--- src/rtl/tcdm_bank_shim_if.sv ---
// Bus bundle for one TCDM bank shim: interconnect request/response channels plus the SRAM port.
// Signal names keep the shim's point of view (suffix _i = into the shim, _o = out of the shim).
interface tcdm_bank_shim_if #(
    parameter int unsigned DataWidth = 32,
    parameter int unsigned BeWidth   = DataWidth / 8,
    parameter int unsigned AddrWidth = 10,
    parameter int unsigned MetaWidth = 5
);
    logic                 req_valid_i;
    logic                 req_ready_o;
    logic [AddrWidth-1:0] req_addr_i;
    logic                 req_wen_i;
    logic [DataWidth-1:0] req_wdata_i;
    logic [BeWidth-1:0]   req_be_i;
    logic [MetaWidth-1:0] req_meta_i;

    logic                 resp_valid_o;
    logic                 resp_ready_i;
    logic [DataWidth-1:0] resp_rdata_o;
    logic [MetaWidth-1:0] resp_meta_o;

    logic                 mem_req_o;
    logic                 mem_we_o;
    logic [AddrWidth-1:0] mem_addr_o;
    logic [DataWidth-1:0] mem_wdata_o;
    logic [DataWidth-1:0] mem_be_o;
    logic [DataWidth-1:0] mem_rdata_i;

    // Shim side
    modport slave (
        input  req_valid_i, req_addr_i, req_wen_i, req_wdata_i, req_be_i, req_meta_i,
        output req_ready_o,
        output resp_valid_o, resp_rdata_o, resp_meta_o,
        input  resp_ready_i,
        output mem_req_o, mem_we_o, mem_addr_o, mem_wdata_o, mem_be_o,
        input  mem_rdata_i
    );

    // Interconnect + SRAM side
    modport master (
        output req_valid_i, req_addr_i, req_wen_i, req_wdata_i, req_be_i, req_meta_i,
        input  req_ready_o,
        input  resp_valid_o, resp_rdata_o, resp_meta_o,
        output resp_ready_i,
        input  mem_req_o, mem_we_o, mem_addr_o, mem_wdata_o, mem_be_o,
        output mem_rdata_i
    );
endinterface

--- src/rtl/tcdm_bank_shim.sv ---
// Per-bank adapter between the TCDM interconnect and a 1-cycle-latency single-port SRAM.
// Optional macro TCDM_SHIM_WRITE_RESP_EN: writes consume credit and return a zero-data response.
module tcdm_bank_shim #(
    parameter int unsigned DataWidth = 32,
    parameter int unsigned BeWidth   = DataWidth / 8,
    parameter int unsigned AddrWidth = 10,
    parameter int unsigned MetaWidth = 5,
    parameter int unsigned RespDepth = 2
) (
    input logic              clk_i,
    input logic              rst_i,
    tcdm_bank_shim_if.slave  bus
);

    localparam int unsigned CntWidth = $clog2(RespDepth + 1);
    localparam int unsigned PtrWidth = (RespDepth > 1) ? $clog2(RespDepth) : 1;
    localparam int unsigned OccWidth = CntWidth + 1;

    typedef struct packed {
        logic [DataWidth-1:0] rdata;
        logic [MetaWidth-1:0] meta;
    } resp_t;

    resp_t               r_fifo [RespDepth];
    logic [PtrWidth-1:0] r_wr_ptr;
    logic [PtrWidth-1:0] r_rd_ptr;
    logic [CntWidth-1:0] r_fifo_cnt;
    logic                r_inflight;
    logic [MetaWidth-1:0] r_meta;

    logic [OccWidth-1:0]  w_occ;
    logic                 w_credit_ok;
    logic                 w_accept;
    logic                 w_resp_issue;
    logic                 w_fifo_empty;
    logic                 w_push;
    logic                 w_pop;
    logic                 w_resp_valid;
    resp_t                w_inflight_word;
    resp_t                w_resp_word;
    logic [DataWidth-1:0] w_be_mask;

    function automatic logic [PtrWidth-1:0] ptr_inc(input logic [PtrWidth-1:0] p);
        return (p == PtrWidth'(RespDepth - 1)) ? '0 : p + PtrWidth'(1);
    endfunction

    // Credit counts buffered words plus the one in flight; same-cycle pops are ignored on purpose
    assign w_occ       = OccWidth'(r_fifo_cnt) + OccWidth'(r_inflight);
    assign w_credit_ok = w_occ < OccWidth'(RespDepth);

`ifdef TCDM_SHIM_WRITE_RESP_EN
    logic r_inflight_wr;

    assign bus.req_ready_o = w_credit_ok;
    assign w_resp_issue    = w_accept;
    assign w_inflight_word = '{rdata: r_inflight_wr ? '0 : bus.mem_rdata_i, meta: r_meta};

    always_ff @(posedge clk_i or posedge rst_i) begin
        if (rst_i)         r_inflight_wr <= 1'b0;
        else if (w_accept) r_inflight_wr <= bus.req_wen_i;
    end
`else
    assign bus.req_ready_o = bus.req_wen_i | w_credit_ok;
    assign w_resp_issue    = w_accept & ~bus.req_wen_i;
    assign w_inflight_word = '{rdata: bus.mem_rdata_i, meta: r_meta};
`endif

    assign w_accept = bus.req_valid_i & bus.req_ready_o;

    // SRAM strobes; byte enables expand to a per-bit mask
    always_comb begin
        w_be_mask = '0;
        for (int unsigned i = 0; i < BeWidth; i++) begin
            w_be_mask[i*8 +: 8] = {8{bus.req_be_i[i]}};
        end
    end

    assign bus.mem_req_o   = w_accept;
    assign bus.mem_we_o    = w_accept & bus.req_wen_i;
    assign bus.mem_addr_o  = bus.req_addr_i;
    assign bus.mem_wdata_o = bus.req_wdata_i;
    assign bus.mem_be_o    = w_be_mask;

    // Head of buffer has priority; otherwise the in-flight word bypasses straight out
    assign w_fifo_empty = (r_fifo_cnt == '0);

    always_comb begin
        w_resp_valid = 1'b0;
        w_resp_word  = '0;
        if (!w_fifo_empty) begin
            w_resp_valid = 1'b1;
            w_resp_word  = r_fifo[r_rd_ptr];
        end else if (r_inflight) begin
            w_resp_valid = 1'b1;
            w_resp_word  = w_inflight_word;
        end
    end

    assign bus.resp_valid_o = w_resp_valid;
    assign bus.resp_rdata_o = w_resp_word.rdata;
    assign bus.resp_meta_o  = w_resp_word.meta;

    assign w_push = r_inflight & ~(w_fifo_empty & bus.resp_ready_i);
    assign w_pop  = ~w_fifo_empty & bus.resp_ready_i;

    always_ff @(posedge clk_i or posedge rst_i) begin
        if (rst_i) begin
            r_inflight <= 1'b0;
            r_meta     <= '0;
            r_wr_ptr   <= '0;
            r_rd_ptr   <= '0;
            r_fifo_cnt <= '0;
        end else begin
            r_inflight <= w_resp_issue;
            if (w_resp_issue) r_meta <= bus.req_meta_i;
            if (w_push) r_wr_ptr <= ptr_inc(r_wr_ptr);
            if (w_pop)  r_rd_ptr <= ptr_inc(r_rd_ptr);
            case ({w_push, w_pop})
                2'b10:   r_fifo_cnt <= r_fifo_cnt + CntWidth'(1);
                2'b01:   r_fifo_cnt <= r_fifo_cnt - CntWidth'(1);
                default: r_fifo_cnt <= r_fifo_cnt;
            endcase
        end
    end

    // Storage needs no reset: occupancy alone decides what is visible
    always_ff @(posedge clk_i) begin
        if (w_push) r_fifo[r_wr_ptr] <= w_inflight_word;
    end

`ifndef SYNTHESIS
    a_cnt_bound: assert property (@(posedge clk_i) disable iff (rst_i)
        r_fifo_cnt <= CntWidth'(RespDepth));
    a_no_overflow: assert property (@(posedge clk_i) disable iff (rst_i)
        !(w_push && r_fifo_cnt == CntWidth'(RespDepth)));
`endif

endmodule

--- src/flat_wrapper.sv ---
// flat-port wrapper written by rule: the top's interface ports become plain ports
module tcdm_bank_shim_flat 
#(
    parameter int unsigned DataWidth = 32,
    parameter int unsigned BeWidth   = DataWidth / 8,
    parameter int unsigned AddrWidth = 10,
    parameter int unsigned MetaWidth = 5,
    parameter int unsigned RespDepth = 2
)
  (clk_i, rst_i, bus_req_valid_i, bus_req_addr_i, bus_req_wen_i, bus_req_wdata_i, bus_req_be_i, bus_req_meta_i, bus_req_ready_o, bus_resp_valid_o, bus_resp_rdata_o, bus_resp_meta_o, bus_resp_ready_i, bus_mem_req_o, bus_mem_we_o, bus_mem_addr_o, bus_mem_wdata_o, bus_mem_be_o, bus_mem_rdata_i);
  tcdm_bank_shim_if #(.DataWidth(DataWidth), .BeWidth(BeWidth), .AddrWidth(AddrWidth), .MetaWidth(MetaWidth)) bus_i ();
  input logic clk_i;
  input logic rst_i;
  input wire logic [$bits(bus_i.req_valid_i)-1:0] bus_req_valid_i;
  input wire logic [$bits(bus_i.req_addr_i)-1:0] bus_req_addr_i;
  input wire logic [$bits(bus_i.req_wen_i)-1:0] bus_req_wen_i;
  input wire logic [$bits(bus_i.req_wdata_i)-1:0] bus_req_wdata_i;
  input wire logic [$bits(bus_i.req_be_i)-1:0] bus_req_be_i;
  input wire logic [$bits(bus_i.req_meta_i)-1:0] bus_req_meta_i;
  output wire logic [$bits(bus_i.req_ready_o)-1:0] bus_req_ready_o;
  output wire logic [$bits(bus_i.resp_valid_o)-1:0] bus_resp_valid_o;
  output wire logic [$bits(bus_i.resp_rdata_o)-1:0] bus_resp_rdata_o;
  output wire logic [$bits(bus_i.resp_meta_o)-1:0] bus_resp_meta_o;
  input wire logic [$bits(bus_i.resp_ready_i)-1:0] bus_resp_ready_i;
  output wire logic [$bits(bus_i.mem_req_o)-1:0] bus_mem_req_o;
  output wire logic [$bits(bus_i.mem_we_o)-1:0] bus_mem_we_o;
  output wire logic [$bits(bus_i.mem_addr_o)-1:0] bus_mem_addr_o;
  output wire logic [$bits(bus_i.mem_wdata_o)-1:0] bus_mem_wdata_o;
  output wire logic [$bits(bus_i.mem_be_o)-1:0] bus_mem_be_o;
  input wire logic [$bits(bus_i.mem_rdata_i)-1:0] bus_mem_rdata_i;
  assign bus_i.req_valid_i = bus_req_valid_i;
  assign bus_i.req_addr_i = bus_req_addr_i;
  assign bus_i.req_wen_i = bus_req_wen_i;
  assign bus_i.req_wdata_i = bus_req_wdata_i;
  assign bus_i.req_be_i = bus_req_be_i;
  assign bus_i.req_meta_i = bus_req_meta_i;
  assign bus_req_ready_o = bus_i.req_ready_o;
  assign bus_resp_valid_o = bus_i.resp_valid_o;
  assign bus_resp_rdata_o = bus_i.resp_rdata_o;
  assign bus_resp_meta_o = bus_i.resp_meta_o;
  assign bus_i.resp_ready_i = bus_resp_ready_i;
  assign bus_mem_req_o = bus_i.mem_req_o;
  assign bus_mem_we_o = bus_i.mem_we_o;
  assign bus_mem_addr_o = bus_i.mem_addr_o;
  assign bus_mem_wdata_o = bus_i.mem_wdata_o;
  assign bus_mem_be_o = bus_i.mem_be_o;
  assign bus_i.mem_rdata_i = bus_mem_rdata_i;
  tcdm_bank_shim #(.DataWidth(DataWidth), .BeWidth(BeWidth), .AddrWidth(AddrWidth), .MetaWidth(MetaWidth), .RespDepth(RespDepth)) u_core (.clk_i(clk_i), .rst_i(rst_i), .bus(bus_i));
endmodule
--- config.mk ---
export PLATFORM = sky130hd
export DESIGN_NAME = tcdm_bank_shim_flat
export DESIGN_NICKNAME = d
export VERILOG_FILES = /design/src/rtl/tcdm_bank_shim_if.sv /design/src/rtl/tcdm_bank_shim.sv /design/src/flat_wrapper.sv
export SDC_FILE = /design/constraint.sdc
export NUM_CORES = 1
export LEC_CHECK = 0
export ABC_AREA = 1
export BUFFER_PORTS_ARGS = -buffer_cell sky130_fd_sc_hd__buf_4
export CAP_MARGIN = 10
export CORE_MARGIN = 8
export CORE_UTILIZATION = 46
export CTS_BUF_LIST = sky130_fd_sc_hd__clkbuf_4 sky130_fd_sc_hd__clkbuf_8 sky130_fd_sc_hd__clkbuf_16
export CTS_CLUSTER_DIAMETER = 50
export CTS_CLUSTER_SIZE = 10
export DETAILED_ROUTE_END_ITERATION = 12
export PLACE_DENSITY = 0.8
export SYNTH_ARGS = -nofsm -noshare
export SYNTH_HDL_FRONTEND = slang
export SYNTH_SLANG_ARGS = --single-unit
--- constraint.sdc ---
create_clock -name clk_i -period 3.25 [get_ports clk_i]
set_input_delay 0.325 -clock clk_i [delete_from_list [all_inputs] [get_ports clk_i]]
set_output_delay 0.325 -clock clk_i [all_outputs]
set_load 0.01 [all_outputs]
======== Word level (Yosys, flattened, before mapping) ========
Memory sizes are Yosys's and may differ from the RTL's.
Index checks and enable logic that the tools add are counted.
word-level totals
  memory bits (writable) .................. 74
  memories kept ........................... 1
  output and inout port bits .............. 115
  latch bits .............................. 0
  bits in registers ....................... 10
  bits in read-only memories .............. 0
  word-level logic and storage cells ...... 35
  input port bits ......................... 88
memory list
  memory         depth  width  read ports  clocked after Yosys merged registers in  write ports  line                  text
  u_core.r_fifo  2      37     1           0                                        1            tcdm_bank_shim.sv:24  resp_t r_fifo [RespDepth];
cells by class
  equal/unequal tests ..................... 2
  bitwise operators ....................... 10
  order comparisons ....................... 1
  shift operators ......................... 0
  mux-type cells .......................... 9
  $mul .................................... 0
  $add $sub $neg .......................... 5
  reduce and logical (&&, ||, !) cells .... 2
  div/mod/pow operators ................... 0
operators by type and width
  kind                   number
  $mux W37               2
  $and A1 B1 Y1          6
  $mux W1                6
  $pmux W2 S2            1
  $add A2 B1 Y3          1
  $lt A3 B2 Y1 const B   1
  $not A1 Y1             3
  $add A1 B1 Y1 const B  2
  $add A2 B1 Y2 const B  1
  $eq A2 B1 Y1 const B   1
  $eq A2 B2 Y1 const B   1
  $logic_not A2 Y1       1
  $reduce_bool A2 Y1     1
  $sub A2 B1 Y2 const B  1
  $or A1 B1 Y1           1

======== Longest topological paths before layout ========
  depth after elaboration ................. 6
  gate-level depth with buffers ........... 10
  gate-level depth less buffers ........... 8

======== Least setup slack after synthesis ========
Ideal clock, no wire load.
  path type ............................... reg-to-reg
  start ................................... register u_core.r_fifo_cnt[0]
  end ..................................... memory u_core.r_fifo[1][0] (netlist bit) (enable)
  cell stages (with the launch flop) ...... 7
  data required time ...................... 2.819 ns
  setup time .............................. 0.431 ns
  data arrival time ....................... 2.382 ns
  setup slack ............................. 0.437 ns
  path through ............................ dfrtp_1 buf_2 nor2_2 buf_4 nand2_1 nand2_1 nor2_1
between the ends
  word-level cells in the longest chain between the ends .. 6
ends and longest elaborated chain
  element                        line                   text
  from (decl)                    tcdm_bank_shim.sv:27   logic [CntWidth-1:0] r_fifo_cnt;
  from (signal assigned)         tcdm_bank_shim.sv:119  2'b10: r_fifo_cnt <= r_fifo_cnt + CntWidth'(1);
  from (signal assigned)         tcdm_bank_shim.sv:120  2'b01: r_fifo_cnt <= r_fifo_cnt - CntWidth'(1);
  from (signal assigned)         tcdm_bank_shim.sv:121  default: r_fifo_cnt <= r_fifo_cnt;
  $logic_not A2 Y1               tcdm_bank_shim.sv:85   assign w_fifo_empty = (r_fifo_cnt == '0);
  $and A1 B1 Y1                  tcdm_bank_shim.sv:103  assign w_push = r_inflight & ~(w_fifo_empty & bus.resp_ready_i);
  $not A1 Y1                     tcdm_bank_shim.sv:103
  $and A1 B1 Y1                  tcdm_bank_shim.sv:103
  $mux W1                        tcdm_bank_shim.sv:128  if (w_push) r_fifo[r_wr_ptr] <= w_inflight_word;
  $mux W1 (implied by the code)  tcdm_bank_shim.sv:128
  to (decl)                      tcdm_bank_shim.sv:24
Every way passes these cells.

======== Final worst setup path ========
  start ................................... register u_core.r_fifo_cnt[1]
  end ..................................... output port bus_resp_rdata_o[27]
between the ends
  word-level cells in the longest chain between the ends .. 2
ends and longest elaborated chain
  element           line                  text
  $logic_not A2 Y1  tcdm_bank_shim.sv:85
  $mux W37          tcdm_bank_shim.sv:90  if (!w_fifo_empty) begin
  to (decl)         flat_wrapper.sv:22    output wire logic [$bits(bus_i.resp_rdata_o)-1:0] bus_resp_rdata_o;
Every way passes these cells.

==> flow_summary.json <==
{
  "yosys.cell_types.count": 23,
  "cp.arrival_ns": 2.04,
  "drtPass1Iterations": 4,
  "post_cts_buffers": 0,
  "wirelength_um": 10600,
  "tritoncts": "yes",
  "crit_fanout": 39,
  "internal-power_mw": 2.47,
  "drive_gt1_share_pct": 28.5,
  "relSlewSlack_pct": 24.8,
  "postCtsResizedCells": 0,
  "tightestPinTransition_ns": 1.13,
  "globalRouteOverflowTotal": 0,
  "dieArea_um2": 12200,
  "num_rows": 34,
  "grt_max_degree": 42,
  "fin_tns_setup_ns": 0,
  "hold_path.class": "input pin to flip-flop",
  "whs_ns": 0.159,
  "fin_skew_ns": 0.0134,
  "fin_crit_sh_pct": 72.8,
  "start_util_pct": 47.2,
  "min_period_ns": 2.37,
  "drc": 0,
  "synth-simple-area-share_pct": 11.8,
  "grt_pass1_vias": 2881,
  "grt_pass1_wl_um": 15600,
  "path_class": "flip-flop to output pin",
  "synth_largest_area_cell": "edfxtp_1",
  "fmax_mhz": 423,
  "power.density_nw_per_um2": 893,
  "synth_top_area_share_pct": 54.2,
  "die_h_um": 110,
  "power.leakage_nw": 1.69,
  "area_growth_pct": 8.18,
  "status": "completed",
  "clock_path_buffers": 2,
  "die_x_um": 110,
  "pwr-share-clk_pct": 20.3,
  "synth_seq_cells": 84,
  "grtUsageTotal_pct": 17.0,
  "core_um2": 8680,
  "synth.area.top_cells": "edfxtp_1 54%, buf_4 14%, o21ai_0 6.2%",
  "synth_cells": 379,
  "root_buffer": "clkbuf_8",
  "antenna_found_initial": 0,
  "port_buffers": 82,
  "irDropWorstVdd_mv": 0.432,
  "syn-mean-instance-area_um2": 10.8,
  "switching_power_mw": 1.48,
  "ys_seq_area_share_pct": 60.3,
  "syn_nets": 468,
  "rsz0062_at_grt": "false",
  "crit_path_end_kind": "output pin",
  "maxSlewViolCount": 0,
  "vias": 2749,
  "place_inst": 477,
  "clk_pin_slew_ns": 0.09,
  "diodes": 0,
  "synthMuxAreaShare_pct": 0,
  "max_cap_violations": 0,
  "detail-route-antenna-nets": 0,
  "layoutNonFillerInstCount": 494,
  "synth_fa_ha_area_share_pct": 0.305,
  "postCtsHoldBufs": 1,
  "nets": 470,
  "synth_xor_area_share_pct": 0.427,
  "syn_area_um2": 4100,
  "seqPwrFrac_pct": 36.7,
  "finalHoldViolCount": 0,
  "cts_max_level": 3,
  "p_comb_share_pct": 43.0,
  "drtIter0Drc": 187,
  "hpwl_um": 7130,
  "p_sw_share_pct": 37.5,
  "synth_compound_area_share_pct": 9.53,
  "viasPerCell": 5.56,
  "drt-wirelength-per-cell_um": 21.4,
  "numCtsBuffers": 9,
  "ioPinCount": 203,
  "place_congestion": 0.817,
  "synth_top_family_by_area": "buffers and inverters",
  "cp.required_ns": 2.92,
  "cp-start-kind": "flip-flop",
  "clkLatencyLatePin_ns": 0.35,
  "p_total_mw": 3.96,
  "setup_violations": 0,
  "ys_warn_count": 0,
  "clock-sinks": 84
}
==> cells by family (layout without fill, tap and decap cells) <==
| family | Yosys count | count (layout) |
|---|---|---|
| flops | 84 | 84 |
| xor+xnor | 2 | 2 |
| buf+inv | 107 | 114 |
| simple gates | 108 | 108 |
| fa+ha+maj | 1 | 1 |
| compound gates | 77 | 77 |
==> area by class of cell <==
type                            count  area (µm²)
Timing Repair Buffer               87         656
Multi-Input combinational cell    188         912
Sequential cell                    84        2470
Clock buffer                       11         139
Clock inverter                      5        77.6
Tap cell                          108         135
Inverter                           11        41.3
Fill cell                         762        4250
==> layout by cell type (no fill, tap or decap) <==
master         count
a21oi_1            1
buf_4             86
bufinv_16          2
clkbuf_4           2
clkbuf_8           9
clkinv_2           2
clkinvlp_4         1
dfrtp_1           10
dlygate4sd3_1      1
edfxtp_1          74
ha_1               1
inv_1              9
inv_2              2
nand2_1           19
nand2_2            1
nand3_1           39
nand4_1            7
nor2_1            37
nor2_2             2
nor2_4             1
o211ai_1           1
o21a_1             1
o21ai_0           51
o21ai_1           23
or2_2              2
xnor2_1            1
xor2_1             1
==> state kept, by name, indices dropped and copies added, names as in the netlist <==
signal,flops
u_core.r_fifo_cnt,2
u_core.r_fifo,74
u_core.r_wr_ptr,1
u_core.r_meta,5
u_core.r_rd_ptr,1
u_core.r_inflight,1
==> cell usage after synthesis <==
library cell and count:
nand4_1 7, buf_6 2, inv_2 2, o21a_1 1, inv_1 9, nor2_2 2, buf_4 78, dfrtp_1 10
nand2_1 19, buf_2 9, a21oi_1 1, ha_1 1, o21ai_0 51, xor2_1 1, nand2_2 1, clkbuf_1 7
nand3_1 39, xnor2_1 1, edfxtp_1 74, or2_2 2, nor2_1 38, o211ai_1 1, o21ai_1 23
==> metal layers <==
layer  wire [µm]  up-vias  GRT usage (%)  part of all wire (%)
met1        3610     1310           17.8                    34
met3        1140       20           6.10                    11
met4         203        0           7.33                   1.9
li1            -     1249              -                     -
met5           0        -              0                     0
met2        5630      170           30.0                    53
==> worst max-delay path, stage by stage, from the launching register on <==
cell and delay [ns]:
dfrtp_1 0.46, inv_2 0.08, nand2_2 0.51, o21ai_0 0.20, o21ai_0 0.27, buf_4 0.17
==> stage by stage <==
step	util, %	area [µm²]	setup WS [ns]
3_3_place_gp	48.5	4210	1.31
5_1_grt	51.1	4430	0.647
2_1_floorplan	-	4100	0.437
4_1_cts	51.1	4430	0.857
3_5_place_dp	48.5	4210	1.22
6_report	51.1	4430	0.884
==> power by group through the flow <==
stage	registers [mW]	clock network [mW]	logic (mW)
2_1_floorplan	1.44	0	1.08
3_3_place_gp	1.46	0	1.67
3_5_place_dp	1.47	0	1.70
4_1_cts	1.45	0.811	1.72
5_1_grt	1.47	0.850	1.86
6_report	1.45	0.802	1.70
==> worst paths after layout <==
check | from | to | slack, ns | depth (start not counted)
min in group asynchronous | rst_i | u_core.r_wr_ptr$_DFFE_PP0N_ | 0.54 | 3
worst min-delay path | bus_mem_rdata_i[5] | u_core.r_fifo[1][10]$_DFFE_PP_ | 0.16 | 1
worst min register to register | u_core.r_meta[4]$_DFFE_PP0P_ | u_core.r_fifo[0][4]$_DFFE_PP_ | 0.51 | 0
max in group asynchronous | rst_i | u_core.r_inflight$_DFF_PP0_ | 2.39 | 3
worst max register to register | u_core.r_fifo_cnt[0]$_DFFE_PP0P_ | u_core.r_fifo[1][23]$_DFFE_PP_ | 1.25 | 4
worst max-delay path | u_core.r_fifo_cnt[1]$_DFFE_PP0P_ | bus_resp_rdata_o[27] | 0.88 | 5
No activity file was read; power rests on OpenSTA's default activity.
